$ cat src/rtl/assoc_refill_pkg.sv
// Shared types and default widths for the associative-bank refill controller.
package assoc_refill_pkg;

  localparam int DEF_DATA_WIDTH = 32;
  localparam int DEF_ADDR_WIDTH = 4;
  localparam int DEF_CNT_WIDTH  = 16;

  typedef enum logic [2:0] {
    IDLE,
    LOOKUP,
    MEM_REQ,
    MEM_WAIT,
    FILL,
    RESP
  } state_t;

endpackage

$ cat src/rtl/assoc_refill_ctrl_sat_counter.sv
// Saturating up-counter: sticks at all-ones instead of wrapping.
module sat_counter #(
  parameter int WIDTH = 16
) (
  input  logic             clk,
  input  logic             rst,
  input  logic             inc,
  input  logic             clear,
  output logic [WIDTH-1:0] count
);

  // Count up on inc, hold at all-ones, clear has priority over inc.
  always_ff @(posedge clk or posedge rst) begin
    if (rst) begin
      count <= '0;
    end else if (clear) begin
      count <= '0;
    end else if (inc && (count != '1)) begin
      count <= count + 1'b1;
    end
  end

endmodule

$ cat src/rtl/assoc_refill_ctrl.sv
// Lookup/refill controller in front of the associative bank: one request at
// a time, bank lookup, memory refill on miss, hit/miss performance counters.
module assoc_refill_ctrl
  import assoc_refill_pkg::*;
#(
  parameter int DATA_WIDTH = DEF_DATA_WIDTH,
  parameter int ADDR_WIDTH = DEF_ADDR_WIDTH,
  parameter int CNT_WIDTH  = DEF_CNT_WIDTH
) (
  input  logic                  clk,
  input  logic                  rst,
  input  logic                  req_valid,
  input  logic [ADDR_WIDTH-1:0] req_addr,
  output logic                  req_ready,
  output logic                  resp_valid,
  output logic [DATA_WIDTH-1:0] resp_data,
  output logic                  resp_hit,
  output logic [ADDR_WIDTH-1:0] bank_raddr,
  input  logic [DATA_WIDTH-1:0] bank_rdata,
  input  logic                  bank_hit,
  output logic                  bank_we,
  output logic [ADDR_WIDTH-1:0] bank_waddr,
  output logic [DATA_WIDTH-1:0] bank_wdata,
  output logic                  mem_req_valid,
  output logic [ADDR_WIDTH-1:0] mem_req_addr,
  input  logic                  mem_req_ready,
  input  logic                  mem_resp_valid,
  input  logic [DATA_WIDTH-1:0] mem_resp_data,
  output logic [CNT_WIDTH-1:0]  hit_count,
  output logic [CNT_WIDTH-1:0]  miss_count
);

  state_t                state;
  state_t                state_next;
  logic [ADDR_WIDTH-1:0] addr_q;
  logic [DATA_WIDTH-1:0] data_q;
  logic                  hit_q;
  // Low while reset is held and until the first edge after release, so that
  // req_ready and bank_raddr read as 0 during reset even though state is IDLE.
  logic                  run_q;
  logic                  accept;
  logic                  hit_inc;
  logic                  miss_inc;

  assign req_ready    = run_q && (state == IDLE);
  assign accept       = req_valid && req_ready;
  // In IDLE the request address goes straight to the registered bank port so
  // the lookup result is ready in LOOKUP; afterwards the latched copy holds it.
  assign bank_raddr   = req_ready ? req_addr : addr_q;
  assign bank_waddr   = addr_q;
  assign bank_wdata   = data_q;
  assign mem_req_addr = addr_q;
  assign resp_data    = data_q;
  assign resp_hit     = hit_q;
  assign hit_inc      = (state == LOOKUP) && bank_hit;
  assign miss_inc     = (state == LOOKUP) && !bank_hit;

  // State register plus the datapath registers loaded on FSM transitions.
  always_ff @(posedge clk or posedge rst) begin
    if (rst) begin
      state  <= IDLE;
      addr_q <= '0;
      data_q <= '0;
      hit_q  <= 1'b0;
      run_q  <= 1'b0;
    end else begin
      state <= state_next;
      run_q <= 1'b1;
      if (accept) begin
        addr_q <= req_addr;
      end
      if ((state == LOOKUP) && bank_hit) begin
        data_q <= bank_rdata;
        hit_q  <= 1'b1;
      end
      if ((state == MEM_WAIT) && mem_resp_valid) begin
        data_q <= mem_resp_data;
        hit_q  <= 1'b0;
      end
    end
  end

  // Next-state and Moore strobes; memory responses outside MEM_WAIT are dropped.
  always_comb begin
    state_next    = state;
    mem_req_valid = 1'b0;
    bank_we       = 1'b0;
    resp_valid    = 1'b0;
    unique case (state)
      IDLE: begin
        if (accept) state_next = LOOKUP;
      end
      LOOKUP: begin
        state_next = bank_hit ? RESP : MEM_REQ;
      end
      MEM_REQ: begin
        mem_req_valid = 1'b1;
        if (mem_req_ready) state_next = MEM_WAIT;
      end
      MEM_WAIT: begin
        if (mem_resp_valid) state_next = FILL;
      end
      FILL: begin
        bank_we    = 1'b1;
        state_next = RESP;
      end
      RESP: begin
        resp_valid = 1'b1;
        state_next = IDLE;
      end
      default: state_next = IDLE;
    endcase
  end

  sat_counter #(.WIDTH(CNT_WIDTH)) u_hit_cnt (
    .clk   (clk),
    .rst   (rst),
    .inc   (hit_inc),
    .clear (1'b0),
    .count (hit_count)
  );

  sat_counter #(.WIDTH(CNT_WIDTH)) u_miss_cnt (
    .clk   (clk),
    .rst   (rst),
    .inc   (miss_inc),
    .clear (1'b0),
    .count (miss_count)
  );

endmodule

$ cat config.mk
export PLATFORM = sky130hd
export DESIGN_NAME = assoc_refill_ctrl
export DESIGN_NICKNAME = d
export VERILOG_FILES = /design/src/rtl/assoc_refill_pkg.sv /design/src/rtl/assoc_refill_ctrl_sat_counter.sv /design/src/rtl/assoc_refill_ctrl.sv
export SDC_FILE = /design/constraint.sdc
export NUM_CORES = 1
export LEC_CHECK = 0
export CELL_PAD_IN_SITES_DETAIL_PLACEMENT = 2
export CELL_PAD_IN_SITES_GLOBAL_PLACEMENT = 2
export CORE_MARGIN = 4
export CORE_UTILIZATION = 23
export CTS_CLUSTER_DIAMETER = 50
export CTS_CLUSTER_SIZE = 40
export DETAILED_ROUTE_END_ITERATION = 7
export GPL_TIMING_DRIVEN = 0
export PLACE_DENSITY = 0.82
export RECOVER_POWER = 50
export SLEW_MARGIN = 15
export SYNTH_ARGS = -nofsm -noshare
export SYNTH_HDL_FRONTEND = slang
export SYNTH_SLANG_ARGS = --single-unit
$ cat constraint.sdc
create_clock -name clk -period 2.45 [get_ports clk]
set_input_delay 0.245 -clock clk [delete_from_list [all_inputs] [get_ports clk]]
set_output_delay 0.245 -clock clk [all_outputs]
set_load 0.1 [all_outputs]
==> results of run 1 <==
==> cell type report <==
class	instances	area share, %
Multi-Input combinational cell	238	24.2
Clock inverter	2	0.977
Tap cell	211	4.29
Buffer	52	5.62
Clock buffer	14	4.29
Sequential cell	73	29.8
Inverter	3	0.183
Timing Repair Buffer	188	30.7
==> sequential cells by signal, indices dropped and copies added (netlist names) <==
signal            flops
run_q                 1
u_hit_cnt.count      16
bank_waddr            4
u_miss_cnt.count     16
resp_hit              1
state                 3
bank_wdata           32
==> logic make-up (layout without fill, tap and decap cells) <==
| kind of cell | after synthesis | in the layout | share of synthesized area [%] |
|---|---|---|---|
| and+or+nand+nor | 154 | 154 | 21.5 |
| DFF | 73 | 73 | 50.0 |
| buffers and inverters | 55 | 259 | 9.49 |
| AOI/OAI and AO/OA | 46 | 46 | 8.94 |
| xor gates and xnor gates | 22 | 22 | 5.28 |
| muxes | 13 | 13 | 4.01 |
| adders and majority gates | 2 | 2 | 0.685 |
| other | 1 | 1 | 0.103 |
==> through the flow <==
stage          TNS [ps]  cells  utilization (%)
6_report              0    781             40.0
5_1_grt               0    781             40.0
4_1_cts               0    781             40.2
3_5_place_dp      -1380    764             37.9
3_3_place_gp     -78980    763             37.8
2_1_floorplan     -1780    366                -
==> per-layer routing <==
layer  up-vias  wire length, um
met2       112             7240
met1      1738             5380
met3        14             1050
met5         -                0
met4         0              228
li1       1642                -
==> how the worst max path moves through the flow <==
stage,start,endpoint,slack (ps),cells after the start
final,state[2],bank_raddr[2],80,5
after floorplan,state[2],bank_raddr[0],-320,3
after global placement,rst,u_miss_cnt.count[2],-1300,2
after global routing,state[2],bank_raddr[1],7,5
after detailed placement,state[2],bank_raddr[2],-310,4
after CTS,state[0],bank_we,4,3
==> worst max-delay path: cells and delay by family (launching register included) <==
family	cells	cell delay, ps
buffers and inverters	3	850
DFF	1	400
muxes	1	340
and+or+nand+nor	1	200
==> cell usage after synthesis (2+ instances only) <==
master,n,share of area [%]
nor4b_1,2,0.48
and4_1,3,0.72
mux2_2,12,3.7
nor2_1,13,1.3
buf_2,4,0.55
or3_1,3,0.51
nand2b_1,3,0.51
dfrtp_1,73,50
and3_1,3,0.51
xnor2_1,6,1.4
a31oi_1,3,0.51
nand2_1,78,8.0
clkbuf_1,12,1.2
a21oi_1,7,0.96
nor3_1,9,1.2
buf_4,36,7.4
nor3b_1,5,1.0
inv_1,3,0.31
xor2_1,16,3.8
nor4_1,4,0.69
nand4_1,11,1.9
a22oi_1,32,6.6
nand3_1,10,1.4
ha_1,2,0.69
==> what timing repair did <==
| action | CTS | global route |
|---|---|---|
| hold buffers | 0 | 0 |
| setup endpoints to repair | 8 | 10 |
| resized for setup | 23 | 4 |
| setup buffers | 1 | 0 |
| pin swaps | 1 | 0 |
==> placed cells by master (no fill, tap or decap), drive strengths merged, types with 2 or more instances in the layout <==
cell,n
bufinv,2
xnor2,6
or3,3
and4,3
xor2,16
nor4,6
a22oi,32
nand4,11
clkbuf,27
a31oi,3
nor4b,3
buf,43
nor3b,5
ha,2
inv,3
and3,3
clkdlybuf4s50,154
clkdlybuf4s15,6
nor3,9
nand3,10
dlygate4sd3,24
nand2b,3
nor2,13
nand2,78
dfrtp,73
mux2,13
a21oi,7
==> impl_metrics.env, run 1 <==
export IMPL_grt_pass1_vias=4109
export IMPL_dr_first_iter_drc_count=101
export IMPL_drv_slew=37
export IMPL_crit_required_ps=2200
export IMPL_hp_start="bank_wdata[23]"
export IMPL_fin_hold_ws_ps=504
export IMPL_netlist_area_mm2=0.00365
export IMPL_cts_sinks=73
export IMPL_num_rows=45
export IMPL_grtUsageTotal_pct=15.6
export IMPL_grt_util_met3_pct=5.48
export IMPL_finalSetupViolCount=0
export IMPL_nNetsFinal=641
export IMPL_r2r_setup_slack_ps=150
export IMPL_outcome="finished with violations"
export IMPL_core_area_mm2=0.0154
export IMPL_vias=3506
export IMPL_hold_end="bank_wdata[23]"
export IMPL_portBuffers=186
export IMPL_cts_tree="yes"
export IMPL_hold_class="reg2reg"
export IMPL_async_flop_share_pct=100
export IMPL_period_share_pct=96.6
export IMPL_grt_util_met2_pct=28.1
export IMPL_wl_per_cell_um=17.8
export IMPL_min_period_ps=2370
export IMPL_fp_dieH_um=134
export IMPL_globalplace_congestion=0.746
export IMPL_pre_cts_slack_ps=-310
export IMPL_ys_flop_type="dfrtp_1"
export IMPL_initial_utilization_pct=23.8
export IMPL_critPathMaxFanout=10
export IMPL_end_kind="output pin"
export IMPL_grt_setup_unrepaired="false"
export IMPL_slowest_delay_ps=470
export IMPL_grt_overflow=0
export IMPL_multi_input_area_mm2=0.00149
export IMPL_setup_ws_ps=82.7
export IMPL_avgViaCountPerCell=4.49
export IMPL_yosysWarnings=0
export IMPL_postRouteAntennaNets=0
export IMPL_met1_usage_pct=17.0
export IMPL_final_cell_area_mm2=0.00615
export IMPL_drt_first_pass_iters=4
export IMPL_grt_pass1_wl_um=22100
export IMPL_placed_area_mm2=0.00583
export IMPL_r2r_start="state[1]"
export IMPL_relSlewSlack_pct=-2.63
export IMPL_nFillCells=1642
export IMPL_antenna_found_initial=0
export IMPL_skew_ps=5.21
export IMPL_ys_ff_latch=73
export IMPL_worst_r2r_cell_count=4
export IMPL_path_cells="clkbuf_8 -> nor4b_4 -> buf_4 -> mux2_2 -> clkdlybuf4s15_2"
export IMPL_finalHoldViolCount=0
export IMPL_dieArea_mm2=0.0180
export IMPL_clockRootBuffer="clkbuf_16"
export IMPL_syn_nets=442
export IMPL_final_layout_size_suffix_gt1_share_pct=15.1
export IMPL_arrival_ps=2120
export IMPL_regArea_mm2=0.00183
export IMPL_worst_pin_slew_ps=1540
export IMPL_ys_types=40
export IMPL_syn2layout_area_growth_pct=68.4
export IMPL_worstSkewPairLatency_ps=330
export IMPL_r2r_end="u_miss_cnt.count[11]"
export IMPL_avgSynthCellArea_um2=9.98
export IMPL_clk_path_buf_depth=2
export IMPL_syn_inst=366
export IMPL_cp_start_kind="register"
export IMPL_pin_count=187
export IMPL_ys_seq_area_share_pct=50.0
export IMPL_htree_levels=3
export IMPL_cts_clk_slew_worst_paths_ps=60
export IMPL_maxCapViolations=1
export IMPL_detailed_place_hpwl_um=10800
export IMPL_cts_buffers=9
export IMPL_antenna_cells=0
export IMPL_grt_max_degree=38
export IMPL_drc_errors=0
export IMPL_fmax_ghz=0.422
export IMPL_synth_edf_count=0
export IMPL_routed_wl_um=13900
export IMPL_criticalPathCategory="reg2out"
export IMPL_grt_busiest_layer="met2"
export IMPL_cpMaxStageDelayCell="clkdlybuf4s15_2"
export IMPL_holdPathStages=2
export IMPL_die_w_um=134
export IMPL_violations="capacitance limit, slew limit"
Power of run 1 is left out: the tool's default activity adds up to more than one toggle a clock period on the data nets, which glitch-free logic cannot reach.
==> inputs of run 2 (changes only) <==
--- a/config.mk
+++ b/config.mk
@@ -9,12 +9,15 @@
 export CELL_PAD_IN_SITES_GLOBAL_PLACEMENT = 2
 export CORE_MARGIN = 4
 export CORE_UTILIZATION = 23
+export CTS_BUF_LIST = sky130_fd_sc_hd__clkbuf_4
 export CTS_CLUSTER_DIAMETER = 50
 export CTS_CLUSTER_SIZE = 40
 export DETAILED_ROUTE_END_ITERATION = 7
 export GPL_TIMING_DRIVEN = 0
 export PLACE_DENSITY = 0.82
 export RECOVER_POWER = 50
+export SETUP_SLACK_MARGIN = 0.02
+export SKIP_LAST_GASP = 1
 export SLEW_MARGIN = 15
 export SYNTH_ARGS = -nofsm -noshare
 export SYNTH_HDL_FRONTEND = slang
==> impl_metrics.env, run 2 (synthesis results as in run 1) <==
export IMPL_final_cell_mix="clkdlybuf4s50_1 (162), nand2_1 (78), dfrtp_1 (66), buf_4 (41), a22oi_1 (32)"
export IMPL_dr_first_iter_drc_count=114
export IMPL_htree_levels=3
export IMPL_vias=3553
export IMPL_final_common_cell="clkdlybuf4s50_1"
export IMPL_wl_per_cell_um=17.5
export IMPL_crit_required_ps=2200
export IMPL_grt_pass1_vias=4178
export IMPL_cts_tree="yes"
export IMPL_period_share_pct=95.6
export IMPL_worst_r2r_cell_count=5
export IMPL_antenna_found_initial=0
export IMPL_worstSkewPairLatency_ps=430
export IMPL_grtUsageTotal_pct=15.5
export IMPL_finalHoldViolCount=0
export IMPL_cts_buffers=9
export IMPL_fin_util_pct=38.4
export IMPL_fp_dieH_um=134
export IMPL_avgViaCountPerCell=4.54
export IMPL_r2r_setup_slack_ps=130
export IMPL_portBuffers=186
export IMPL_r2r_end="u_miss_cnt.count[11]"
export IMPL_slowest_delay_ps=1130
export IMPL_violations="capacitance limit, slew limit"
export IMPL_r2r_start="state[2]"
export IMPL_drc_errors=0
export IMPL_skew_ps=15.7
export IMPL_final_layout_size_suffix_gt1_share_pct=16.1
export IMPL_clockRootBuffer="clkbuf_4"
export IMPL_grt_pass1_wl_um=22200
export IMPL_grt_max_degree=40
export IMPL_syn2layout_area_growth_pct=61.7
export IMPL_nNetsFinal=643
export IMPL_end_kind="output pin"
export IMPL_dieArea_mm2=0.0180
export IMPL_cts_clk_slew_worst_paths_ps=130
export IMPL_arrival_ps=2100
export IMPL_die_w_um=134
export IMPL_routed_wl_um=13700
export IMPL_clk_path_buf_depth=2
export IMPL_largest_reg_flops=32
export IMPL_grt_overflow=0
export IMPL_grt_setup_unrepaired="false"
export IMPL_hold_end="bank_wdata[2]"
export IMPL_cpMaxStageDelayCell="clkdlybuf4s50_1"
export IMPL_holdPathStages=3
export IMPL_outcome="finished with violations"
export IMPL_nFillCells=1677
export IMPL_drt_first_pass_iters=4
export IMPL_critPathMaxFanout=4
export IMPL_min_period_ps=2340
export IMPL_num_rows=45
export IMPL_drv_slew=36
export IMPL_hold_class="in2reg"
export IMPL_worst_pin_slew_ps=1640
export IMPL_antenna_cells=0
export IMPL_hp_start="mem_resp_data[2]"
export IMPL_path_cells="buf_4 -> clkdlybuf4s50_1"
export IMPL_cp_start_kind="register"
export IMPL_critical_path_buf_inv_count=2
export IMPL_initial_utilization_pct=23.8
export IMPL_detailed_place_hpwl_um=10700
export IMPL_relSlewSlack_pct=-9.61
export IMPL_path_delay_family="buffers and inverters"
export IMPL_core_area_mm2=0.0154
export IMPL_fmax_ghz=0.427
export IMPL_maxCapViolations=1
export IMPL_finalSetupViolCount=0
export IMPL_postRouteAntennaNets=0
export IMPL_pin_count=187
export IMPL_globalplace_congestion=0.799
export IMPL_cts_sinks=73
export IMPL_criticalPathCategory="reg2out"
[run 2: timing repair]
action | CTS | global route
setup buffers | 2 | 1
endpoints found under the setup margin | 10 | 26
hold buffers | 0 | 0
gates resized for setup | 35 | 23
[run 2: how the worst max path moves through the flow]
stage / start / end / depth (start not counted)
6_report: bank_waddr[3] / mem_req_addr[3] / 2
3_3_place_gp: rst / u_miss_cnt.count[3] / 2
3_5_place_dp: state[2] / bank_raddr[1] / 4
4_1_cts: bank_wdata[18] / resp_data[18] / 2
2_1_floorplan: state[2] / bank_raddr[0] / 3
5_1_grt: bank_waddr[3] / mem_req_addr[3] / 2
[run 2: tightest hold or removal path: stages]
cell	delay, ps
clkdlybuf4s50_1	450
a22oi_1	60
nand2_1	50
[run 2: area by class of cell]
class | count | area, um2 | share of cell area, %
Buffer | 52 | 345 | 5.85
Multi-Input combinational cell | 238 | 1480 | 25.1
Inverter | 3 | 12.5 | 0.212
Clock buffer | 9 | 67.6 | 1.14
Tap cell | 211 | 264 | 4.47
Timing Repair Buffer | 190 | 1790 | 30.2
Sequential cell | 73 | 1840 | 31.1
Clock inverter | 7 | 109 | 1.84
[run 2: per-stage QoR]
stage | setup TNS (ps) | setup slack [ps] | cell area, um2 | hold WS, ps | std cells
final | 0 | 109 | 5900 | 407 | 783
after detailed placement | -1240 | -268 | 5840 | 496 | 764
after global routing | 0 | 21.1 | 5900 | 374 | 783
after CTS | 0 | 20.2 | 6010 | 154 | 782
after global placement | -80210 | -1310 | 5810 | 480 | 763
after floorplan | -1780 | -319 | 3690 | 373 | 366
[run 2: metal layers]
| metal | GRT usage (%) | share of wire, % | vias to the layer above |
|---|---|---|---|
| met5 | 0 | 0 | - |
| met4 | 5.03 | 1.4 | 0 |
| met3 | 4.73 | 6.8 | 13 |
| met2 | 27.3 | 52 | 112 |
| met1 | 17.9 | 40 | 1781 |
| li1 | - | - | 1647 |
Power of run 2 is left out for the same reason.
